`src/rtl/mc_controller.sv`:
```
// mc_controller: multi-cycle FETCH/DECODE/EXEC/MEM/WB control FSM for the MIPS datapath with retired-instruction counter
module mc_controller #(
  parameter int CNT_W = 32
) (
  input  logic             clk,
  input  logic             reset,
  input  logic [5:0]       Op,
  input  logic [5:0]       Func,
  output logic [2:0]       ALUSrc,
  output logic [2:0]       ExtOp,
  output logic [2:0]       ALUControl,
  output logic [2:0]       RegWrite,
  output logic [2:0]       MemWrite,
  output logic [2:0]       RegDst,
  output logic [2:0]       nPCSel,
  output logic [2:0]       RegWriteSel,
  output logic [2:0]       DataExtOp,
  output logic             PCWrite,
  output logic             illegal,
  output logic [CNT_W-1:0] retired
);
  typedef enum logic [2:0] {FETCH, DECODE, EXEC, MEM, WB} state_t;
  state_t state_q, state_d;
  logic [5:0] op_q, op_d, func_q, func_d;
  logic [CNT_W-1:0] retired_q, retired_d;
  logic is_addu, is_subu, is_jr, is_ori, is_lui, is_lw, is_sw, is_beq, is_j, is_jal;
  logic is_nop, is_valid, is_short, active, last;
  // instruction decode from the latched opcode/function fields
  always_comb begin
    is_addu  = op_q == 6'h00 && func_q == 6'h21;
    is_subu  = op_q == 6'h00 && func_q == 6'h23;
    is_jr    = op_q == 6'h00 && func_q == 6'h08;
    is_nop   = op_q == 6'h00 && func_q == 6'h00;
    is_ori   = op_q == 6'h0D;
    is_lui   = op_q == 6'h0F;
    is_lw    = op_q == 6'h23;
    is_sw    = op_q == 6'h2B;
    is_beq   = op_q == 6'h04;
    is_j     = op_q == 6'h02;
    is_jal   = op_q == 6'h03;
    is_valid = is_addu | is_subu | is_jr | is_ori | is_lui | is_lw | is_sw | is_beq | is_j | is_jal;
    is_short = is_j | is_jr | !is_valid;
  end
  // next state, operand latch on leaving FETCH, and retire counting on the last state
  always_comb begin
    last      = (state_q == DECODE && is_short) || (state_q == EXEC && is_beq) ||
                (state_q == MEM && is_sw) || state_q == WB;
    state_d   = state_q == FETCH  ? DECODE :
                state_q == DECODE ? (is_short ? FETCH : is_jal ? WB : EXEC) :
                state_q == EXEC   ? (is_beq ? FETCH : (is_lw | is_sw) ? MEM : WB) :
                state_q == MEM    ? (is_sw ? FETCH : WB) : FETCH;
    op_d      = state_q == FETCH ? Op : op_q;
    func_d    = state_q == FETCH ? Func : func_q;
    retired_d = retired_q + CNT_W'(last);
  end
  // state, latched instruction fields and retire counter
  always_ff @(posedge clk or negedge reset) begin
    if (!reset) begin
      state_q   <= FETCH;
      op_q      <= '0;
      func_q    <= '0;
      retired_q <= '0;
    end else begin
      state_q   <= state_d;
      op_q      <= op_d;
      func_q    <= func_d;
      retired_q <= retired_d;
    end
  end
  // datapath selects held from DECODE on; write enables only in the final state
  always_comb begin
    active      = state_q != FETCH;
    ALUSrc      = active && (is_ori | is_lui | is_lw | is_sw) ? 3'd1 : 3'd0;
    ExtOp       = !active ? 3'd0 : is_lui ? 3'd2 : (is_lw | is_sw) ? 3'd1 : 3'd0;
    ALUControl  = !active ? 3'd0 : (is_subu | is_beq) ? 3'd1 : is_ori ? 3'd2 : 3'd0;
    RegDst      = !active ? 3'd0 : (is_addu | is_subu) ? 3'd1 : is_jal ? 3'd2 : 3'd0;
    RegWriteSel = !active ? 3'd0 : is_lw ? 3'd1 : is_jal ? 3'd2 : 3'd0;
    nPCSel      = !last ? 3'd0 : is_beq ? 3'd1 : (is_j | is_jal) ? 3'd2 : is_jr ? 3'd3 : 3'd0;
    RegWrite    = {2'b00, state_q == WB};
    MemWrite    = {2'b00, state_q == MEM && is_sw};
    DataExtOp   = 3'd0;
    PCWrite     = last;
    illegal     = state_q == DECODE && !is_valid && !is_nop;
    retired     = retired_q;
  end
endmodule

```
`config.mk`:
```
export PLATFORM = sky130hd
export DESIGN_NAME = mc_controller
export DESIGN_NICKNAME = d
export VERILOG_FILES = /design/src/rtl/mc_controller.sv
export SDC_FILE = /design/constraint.sdc
export NUM_CORES = 1
export LEC_CHECK = 0
export ABC_AREA = 1
export CORE_ASPECT_RATIO = 1.75
export CORE_UTILIZATION = 40
export DETAILED_ROUTE_END_ITERATION = 7
export GPL_TIMING_DRIVEN = 0
export PLACE_DENSITY = 0.72
export SLEW_MARGIN = 40
export SYNTH_ARGS = -nofsm -noshare
export SYNTH_HDL_FRONTEND = slang
export SYNTH_SLANG_ARGS = --single-unit
```
`constraint.sdc`:
```
create_clock -name clk -period 2.3 [get_ports clk]
set_input_delay 0.23 -clock clk [delete_from_list [all_inputs] [get_ports clk]]
set_output_delay 0.23 -clock clk [all_outputs]
set_load 0.1 [all_outputs]
```
==> impl_metrics.yaml, run 1 <==
outcome:
  outcome: "complete, but fails checks"
  failed_checks: "negative setup slack"
critical_path:
  critical_path_buf_inv_count: 0
  cp_slowest_cell: "dfrtp_2"
  delay_heaviest_family_cp: "simple AND/OR/NAND/NOR gates"
  required_ns: 2.49
  critical_path.cell_chain: "nor2_4 -> nand2_1 -> nor2_4 -> o21bai_4 -> nand2_4 -> nand2_4 -> nand2_8 -> ha_4 -> ha_4 -> nand3_4 -> nor2_4 -> nand3_4 -> nor3_4 -> nand2_2 -> xnor2_1"
  worst-setup-path-type: "register to register"
  crit_arrival_ns: 2.69
  critical_path.max_stage_delay_ns: 0.47
  worst_setup_path_end_kind: "register"
  cp-start-kind: "register"
  critical_path.max_fanout: 4
  cp_common_cell: "nor2_4"
timing:
  tightestPinTransition_ns: 0.486
  rsz0062_at_grt: "true"
  relSlewSlack_pct: 67.3
  final-setup-viol-count: 21
  report.final.hold_viol_count: 0
  clk_skew_ns: 0.00968
  timing.final.ws_setup_ns: -0.201
  layout_worst_path_cycle_share_pct: 109
  fmaxAchievable_mhz: 400
  final_slew_violations: 0
  timing.final.crit_period_ns: 2.50
  final.setup.tns_ns: -1.84
placed_design:
  total_instance_count_after_detailed_placement: 468
  hpwl_um: 4930
  finalWeightedCongestion: 0.856
  preCtsSetupSlack_ns: -0.530
  port-buffer-count: 60
global_route:
  first_global_vias: 2545
  grt_start_max_net_pins: 43
  grtUsageTotal_pct: 21.9
  antenna_violations_before_repair: 0
  globalRouteOverflowTotal: 0
  grt_pass1_wl_um: 11600
finish:
  area.growth.synth_to_final_pct: 53.1
  antenna_cells_inserted: 0
  finish.utilization_pct: 63.7
  layout_nets: 448
  instances_no_fill: 513
  final_layout_size_suffix_gt1_share_pct: 44.1
cts:
  cts_inserted_buffers: 5
  worstSkewPairLatency_ns: 0.30
  clock_sink_count: 47
  worst_setup_hold_path_clk_slew_ns: 0.09
  ctsHtreeMaxLevel: 2
  ctsLongestPathBuffers: 2
  clock-root-buffer: "clkbuf_8"
  tritoncts_clock_tree: "built"
power_and_ir_drop:
  p_total_mw: 4.46
  p_leak_nw: 2.03
  powerDensity_nw_per_um2: 1120
  peakVddDrop_uv: 1240
synth:
  synth_seq_cells: 47
  yosys.area.top_type: "dfrtp_1"
  synth.most_common_cell: "nand2_1"
  ys.flop_type: "dfrtp_1"
  post_synth_cell_types: 28
  yosysWarningCount: 0
  synth.cell_area_sq_um: 2590
  synth-async-reset-ratio_pct: 100
  edff_count_synth: 0
  synth_seq_area_share_pct: 45.4
  synth_largest_type_area_fraction_pct: 45.4
  avgSynthCellArea_sq_um: 8.26
  syn_inst: 314
  yosys-top-cells-count: "nand2_1 (78), dfrtp_1 (47), nor2_1 (36)"
  post_synth_main_area_contributors: "dfrtp_1 (45%), nand2_1 (11%), xor2_1 (7.1%)"
drt:
  final_antenna_net_count: 0
  drc_errors: 0
  1st_iter_drt_viols: 104
  num_vias: 2547
  average_detailed_routed_wire_length_per_instance_um: 13.9
  detailedRoute.firstPassIterationCount: 6
  drt-total-wl_um: 7140
  route.detailed.vias_per_inst: 4.96
run:
  maxCapViolations: 0
floorplan:
  standard_cell_rows: 38
  die-area_sq_um: 6820
  die_width_um: 62.9
  chipHeight_um: 109
  design.portCount: 75
  initial_core_util_pct: 41.6
  area_of_the_core_region_sq_um: 6230
hold_path:
  worstHoldPathType: "input pin to async pin"
[final cells by class]
type                       instances  area [sq um]
fill                             524          2260
multi-input combinational        232          1620
sequential                        47          1180
timing repair buffer              98           723
inverter                          32           129
buffer                            16           118
tap                               80           100
clock buffer                       7          86.3
clock inverter                     1          8.76
[power by group]
part / total (mW) / internal [mW] / switching (mW)
Clock: 0.533 / 0.247 / 0.286
Sequential: 1.27 / 1.02 / 0.250
Combinational: 2.65 / 0.803 / 1.85
Total: 4.46 / 2.07 / 2.38
[kinds of logic (layout without fill, tap and decap cells)]
| logic type | after synthesis | in the layout | share of synthesized area (%) |
|---|---|---|---|
| multiplexers | 1 | 1 | 0.386 |
| XOR/XNOR | 29 | 29 | 9.80 |
| adder cells (fa/ha/maj) | 2 | 2 | 0.965 |
| buffers and inverters | 48 | 154 | 9.07 |
| flip-flops | 47 | 47 | 45.4 |
| AND/OR/NAND/NOR | 175 | 175 | 32.0 |
| AO/OA/AOI/OAI | 11 | 11 | 2.22 |
| other | 1 | 14 | 0.145 |
[worst register-to-register path: stages, from the launching register on]
cell,delay [ns]
dfrtp_2,0.47
nor2_4,0.18
nand2_1,0.13
nor2_4,0.17
o21bai_4,0.10
nand2_4,0.09
nand2_4,0.07
nand2_8,0.09
ha_4,0.14
ha_4,0.14
nand3_4,0.12
nor2_4,0.17
nand3_4,0.12
nor3_4,0.22
nand2_2,0.07
xnor2_1,0.12
[metrics by stage]
| stage | hold slack [ns] | cell area [sq um] |
|---|---|---|
| 2_1_floorplan | -0.0656 | 2850 |
| 4_1_cts | 0.273 | 3770 |
| 5_1_grt | 0.295 | 3970 |
| 3_3_place_gp | 0.478 | 3550 |
| 6_report | 0.275 | 3970 |
| 3_5_place_dp | 0.0473 | 3340 |
[repair_timing]
action | in CTS | in global routing
setup buffers | 27 | 11
gates resized for setup | 36 | 32
hold buffers | 1 | 0
endpoints found under the setup margin | 30 | 37
pin swaps | 19 | 11
endpoints found under the hold margin | 47 | 0
gates cloned | 0 | 0
[sequential cells by signal (all words and copies together) (netlist names)]
signal,flops
func_q,6
op_q,6
retired,32
state_q,3
[cells in the final DEF, fill, tap and decap left out, types with 12 or more instances in the layout]
master	instances
nand2_1	67
buf_4	46
buf_2	43
dfrtp_1	43
inv_1	22
nor2_4	19
nor2_1	19
xor2_1	19
conb_1	14
clkdlybuf4s50_1	12
[path summary, 6_finish.rpt]
kind	from	end	slack, ns	depth (start not counted)
worst max-delay path	op_q[2]	retired[24]	-0.20	15
worst min-delay path	reset	retired[24]	0.28	2
worst max register to register	op_q[2]	retired[24]	-0.20	15
worst min register to register	retired[31]	retired[31]	0.49	2
max in group asynchronous	reset	op_q[3]	1.59	3
min in group clk	Op[1]	op_q[1]	0.45	3
[routing by layer]
layer	global-route usage, %	part of all wire, %
met3	2.22	4.4
met1	23.0	34
met5	0	0
met4	8.31	3.0
met2	43.5	58
Note: power is estimated with default switching activity, not from simulation.
==> run 2: changes to the inputs <==
==> constraint.sdc (replaced) <==
create_clock -name clk -period 2.3 [get_ports clk]
set_input_delay 0.23 -clock clk [delete_from_list [all_inputs] [get_ports clk]]
set_output_delay 0.23 -clock clk [all_outputs]
set_load 0.02 [all_outputs]
==> run 2 against run 1 <==
Net effect: sequential share of layout area increased by 0.26 points; design area decreased by 0.88%; critical path depth increased by 4; the flow still finishes with violations (negative setup slack); clock power about the same; sequential cell count unchanged; clock skew about the same; die area unchanged; largest cell class unchanged.
==> impl_metrics.yaml, run 2 (synthesis gave the netlist of run 1 again) <==
timing:
  final.setup.tns_ns: -2.07
  timing.final.ws_setup_ns: -0.228
  report.final.hold_viol_count: 0
  tightestPinTransition_ns: 0.509
  layout_worst_path_cycle_share_pct: 110
  final-setup-viol-count: 16
  clk_skew_ns: 0.00931
  rsz0062_at_grt: "true"
  relSlewSlack_pct: 65.8
  final_slew_violations: 0
  fmaxAchievable_mhz: 396
  timing.final.crit_period_ns: 2.53
cts:
  cts_inserted_buffers: 5
  clock_sink_count: 47
  clock-root-buffer: "clkbuf_8"
  worst_setup_hold_path_clk_slew_ns: 0.08
  ctsHtreeMaxLevel: 2
  tritoncts_clock_tree: "built"
  ctsLongestPathBuffers: 2
  worstSkewPairLatency_ns: 0.30
critical_path:
  worst_setup_path_end_kind: "register"
  critical_path.cell_chain: "nand2_2 -> inv_2 -> nand3_4 -> nand3_2 -> nor2_2 -> nand2_1 -> nand2_2 -> nand2_4 -> nand2_4 -> ha_4 -> ha_4 -> nand3_4 -> inv_2 -> nand2_4 -> nor2_4 -> nand2_2 -> nor2_4 -> nand2_2 -> xnor2_1"
  crit_arrival_ns: 2.70
  critical_path.max_stage_delay_ns: 0.48
  required_ns: 2.47
  cp_slowest_cell: "dfrtp_2"
  cp-start-kind: "register"
  cp_common_cell: "nand2_2"
  critical_path.max_fanout: 4
  regToRegSetupSlack_ns: -0.23
  worst-setup-path-type: "register to register"
finish:
  antenna_cells_inserted: 0
  mostFrequentLayoutCells: "nand2_1 (70), clkdlybuf4s50_1 (50), dfrtp_1 (43)"
  ff_latch_area_sq_um: 1180
  multi_input_comb_area_sq_um: 1490
  layout_nets: 439
  final_layout_size_suffix_gt1_share_pct: 26.9
  largest_register_ff_count: 32
  layout_commonest_cell: "nand2_1"
  num-fill-cells: 528
  finish.utilization_pct: 63.2
  area.growth.synth_to_final_pct: 51.8
drt:
  num_vias: 2420
  drc_errors: 0
  maxUsedRoutingLayer: "met4"
  1st_iter_drt_viols: 104
  drt-total-wl_um: 6710
  route.met2.wl_um: 3810
  routed_length_on_met3_um: 204
  wl_met1_um: 2470
  detailedRoute.firstPassIterationCount: 4
  final_antenna_net_count: 0
  average_detailed_routed_wire_length_per_instance_um: 13.3
  route.detailed.vias_per_inst: 4.80
outcome:
  failed_checks: "negative setup slack"
  outcome: "complete, but fails checks"
placed_design:
  hpwl_um: 4760
  port-buffer-count: 60
  finalWeightedCongestion: 0.833
floorplan:
  chipHeight_um: 109
  initial_core_util_pct: 41.6
  area_of_the_core_region_sq_um: 6230
  die_width_um: 62.9
  die-area_sq_um: 6820
  design.portCount: 75
  standard_cell_rows: 38
power_and_ir_drop:
  seqPwrFrac_pct: 36.0
  power.share.combinational_pct: 48.7
  peakVddDrop_uv: 690
  power.internal_mw: 2.03
  powerDensity_nw_per_um2: 893
  power.switching_mw: 1.48
  power_frac_clock_pct: 15.2
  sw_frac_of_total_pct: 42.2
  p_leak_nw: 1.95
global_route:
  globalRouteOverflowTotal: 0
  first_global_vias: 2318
  grt_pass1_wl_um: 10100
  grt_start_max_net_pins: 32
  antenna_violations_before_repair: 0
  grtUsageTotal_pct: 19.5
run:
  maxCapViolations: 0
hold_path:
  worstHoldPathType: "input pin to async pin"
-- run 2: cell types whose count changed in the layout (fill, tap and decap cells not counted), moves of 3 or more --
cell / before / now
a21oi_1: 1 / 4
buf_2: 43 / 1
buf_4: 46 / 41
buf_6: 6 / 2
clkbuf_4: 3 / 0
clkdlybuf4s50_1: 12 / 50
dlygate4sd2_1: 0 / 5
inv_1: 22 / 27
inv_2: 7 / 4
nand2_1: 67 / 70
nor2_1: 19 / 24
nor2_4: 19 / 14
nor3_2: 4 / 1
-- run 2: critical path: cells and delay by family (launching register included) --
kind | cells | cell delay [ns]
flops | 1 | 0.48
buf+inv | 2 | 0.16
fa+ha+maj | 2 | 0.29
xor+xnor | 1 | 0.12
simple gates | 14 | 1.35
-- run 2: final cells by class --
class	instances	share of cell area, %
Buffer	16	2.99
Clock buffer	8	2.54
Inverter	32	3.12
Multi-Input combinational cell	232	37.8
Sequential cell	47	30.0
Tap cell	80	2.54
Timing Repair Buffer	89	21.0
-- run 2: timing repair --
item | in CTS | in global routing
pin swaps | 17 | 16
endpoints found under the setup margin | 25 | 30
hold buffers | 1 | 0
buffers inserted | 13 | 14
hold endpoints to repair | 16 | 0
gates resized for setup | 28 | 39
-- run 2: worst paths after layout --
check,from,end,cells after the start
worst min register to register,retired[30],retired[30],1
min in group clk,Op[1],op_q[1],3
worst max-delay path,op_q[0],retired[22],19
worst max register to register,op_q[0],retired[22],19
max in group asynchronous,reset,op_q[0],3
worst min-delay path,reset,retired[21],2
-- run 2: power by group through the flow --
stage,Sequential (mW),Combinational [mW],Clock (mW)
3_5_place_dp,1.24,1.35,0
6_report,1.27,1.71,0.535
5_1_grt,1.29,1.86,0.584
4_1_cts,1.23,1.50,0.548
3_3_place_gp,1.23,1.31,0
2_1_floorplan,1.26,0.846,0
-- run 2: layer usage --
metal / GRT usage, % / vias to the layer above
met5: 0 / -
met4: 10.5 / 0
met3: 2.53 / 16
met2: 39.1 / 86
met1: 18.6 / 1138
li1: - / 1180
-- run 2: per-stage QoR --
step                total power [mW]  cells  instance area [sq um]  hold WS, ns  setup slack (ns)
floorplan                       2.11    327                   2700      -0.0656           0.00499
global placement                2.54    467                   3400        0.490            -0.320
detailed placement              2.59    468                   3420        0.108            -0.273
CTS                             3.28    490                   3690        0.334            -0.119
global route                    3.74    504                   3940        0.338            -0.371
finish                          3.51    504                   3940        0.334            -0.228
==> run 3: changes to the inputs <==
- CORE_ASPECT_RATIO: 1.75 -> default
- SETUP_SLACK_MARGIN: default -> 0.5
==> run 3 against run 2 <==
Net effect: the run still ends with negative setup slack left; via count is 1.4% higher; power is 9.2% higher; setup slack better by 0.012 ns; non-clock buffer count is 14 higher; maximum frequency is 0.49% higher; sequential power hardly changed; sequential share of layout area is 1.1 points lower; hold slack worse by 0.044 ns; critical endpoint is now retired[26]; largest cell class unchanged.
==> impl_metrics.yaml, run 3 (synthesis gave the netlist of run 1 again) <==
outcome:
  outcome: "complete, but fails checks"
  failed_checks: "negative setup slack"
finish:
  antenna_cells_inserted: 0
  area.growth.synth_to_final_pct: 57.5
  finish.utilization_pct: 67.0
  num-fill-cells: 504
  layout_nets: 453
  largest_register_ff_count: 32
  layout_commonest_cell: "nand2_1"
  final_layout_size_suffix_gt1_share_pct: 35.5
  mostFrequentLayoutCells: "nand2_1 (67), buf_4 (53), clkdlybuf4s50_1 (44)"
cts:
  clock-root-buffer: "clkbuf_8"
  ctsHtreeMaxLevel: 2
  worstSkewPairLatency_ns: 0.30
  ctsLongestPathBuffers: 2
  cts_inserted_buffers: 5
  clock_sink_count: 47
  tritoncts_clock_tree: "built"
  worst_setup_hold_path_clk_slew_ns: 0.08
global_route:
  globalRouteOverflowTotal: 0
  grt_start_max_net_pins: 40
  grtUsageTotal_pct: 21.9
  grt_pass1_wl_um: 11000
  antenna_violations_before_repair: 0
  use_met1_pct: 29.8
  met2_usage_pct: 34.4
  first_global_vias: 2390
  grt_busiest_layer: "met2"
  global_route.usage.met3_pct: 3.41
drt:
  average_detailed_routed_wire_length_per_instance_um: 13.7
  1st_iter_drt_viols: 127
  num_vias: 2454
  final_antenna_net_count: 0
  drt-total-wl_um: 7010
  drc_errors: 0
  detailedRoute.firstPassIterationCount: 4
  route.detailed.vias_per_inst: 4.79
timing:
  timing.final.crit_period_ns: 2.52
  final_slew_violations: 0
  timing.final.ws_setup_ns: -0.216
  final-setup-viol-count: 25
  layout_worst_path_cycle_share_pct: 109
  rsz0062_at_grt: "true"
  clk_skew_ns: 0.00428
  report.final.hold_viol_count: 0
  fmaxAchievable_mhz: 398
critical_path:
  cp-start-kind: "register"
  rr_worst_depth: 18
  worst-setup-path-type: "register to register"
  worst_setup_path_end_kind: "register"
  critical_path.max_fanout: 4
  regToRegSetupSlack_ns: -0.22
  regToRegStartpoint: "op_q[0]"
  rr_endpoint: "retired[26]"
  worst_setup_path_startpoint: "op_q[0]"
  crit_arrival_ns: 2.70
  required_ns: 2.49
floorplan:
  chipHeight_um: 82.5
  initial_core_util_pct: 42.5
  die_width_um: 82.5
  area_of_the_core_region_sq_um: 6100
  standard_cell_rows: 28
  die-area_sq_um: 6810
  design.portCount: 75
placed_design:
  port-buffer-count: 60
  finalWeightedCongestion: 0.898
  hpwl_um: 4850
power_and_ir_drop:
  p_leak_nw: 1.97
  peakVddDrop_uv: 847
  powerDensity_nw_per_um2: 940
  p_total_mw: 3.84
run:
  maxCapViolations: 0
hold_path:
  worstHoldPathType: "input pin to async pin"
run 3: timing repair:
item                                    4_1_cts  5_1_grt
pin swaps                                    18       16
gates resized for setup                      98       40
endpoints found under the setup margin       46       45
endpoints found under the hold margin        47        0
hold buffers                                  1        0
setup buffers                                28       13
run 3: metrics by stage:
| stage | hold WS, ns | setup TNS [ns] | worst slack [ns] | instance area [sq um] | instances |
|---|---|---|---|---|---|
| floorplan | -0.0656 | 0 | 0.00499 | 2740 | 327 |
| global placement | 0.479 | -16.74 | -0.333 | 3430 | 462 |
| detailed placement | 0.0701 | -1.46 | -0.249 | 3450 | 463 |
| CTS | 0.286 | -0.128 | -0.0785 | 3870 | 499 |
| global route | 0.295 | -5.70 | -0.333 | 4080 | 512 |
| finish | 0.289 | -2.69 | -0.216 | 4080 | 512 |
run 3: per-layer routing:
| metal | routed length, um | part of all wire [%] |
|---|---|---|
| met1 | 3180 | 45 |
| met5 | 0 | 0 |
| met4 | 170 | 2.4 |
| met3 | 310 | 4.4 |
| met2 | 3350 | 48 |
run 3: final cells by class:
class,instances,area [sq um],share of cell area [%]
Multi-Input combinational cell,232,1520,37.3
Sequential cell,47,1180,28.9
Timing Repair Buffer,103,951,23.3
Inverter,32,125,3.06
Buffer,16,124,3.03
Tap cell,75,93.8,2.30
Clock buffer,6,82.6,2.02
Clock inverter,1,5.00,0.123
run 3: how the worst max path moves through the flow:
stage / endpoint / cells past startpoint
floorplan: retired[22] / 17
global placement: retired[25] / 1
detailed placement: retired[22] / 17
CTS: retired[24] / 15
global route: retired[26] / 19
finish: retired[26] / 18
run 3: critical path, stage by stage, from the launching register on:
cell and delay (ns):
dfrtp_2 0.45, buf_4 0.15, nand3_2 0.09, nand3_1 0.10
nor2_1 0.18, nand2_1 0.13, nand2_2 0.09, nand2_2 0.07
nand2_4 0.10, ha_4 0.14, ha_4 0.14, nand3_4 0.11
inv_2 0.09, nand2_4 0.06, nor2_4 0.09, nand2_2 0.07
nor2_4 0.14, nand2_2 0.08, xnor2_2 0.13
run 3: power breakdown:
part	switching, mW	total, mW	leakage, nW	internal, mW
logic	1.10	2.08	1.31	0.972
registers	0.237	1.26	0.617	1.02
clock network	0.268	0.504	0.0470	0.236
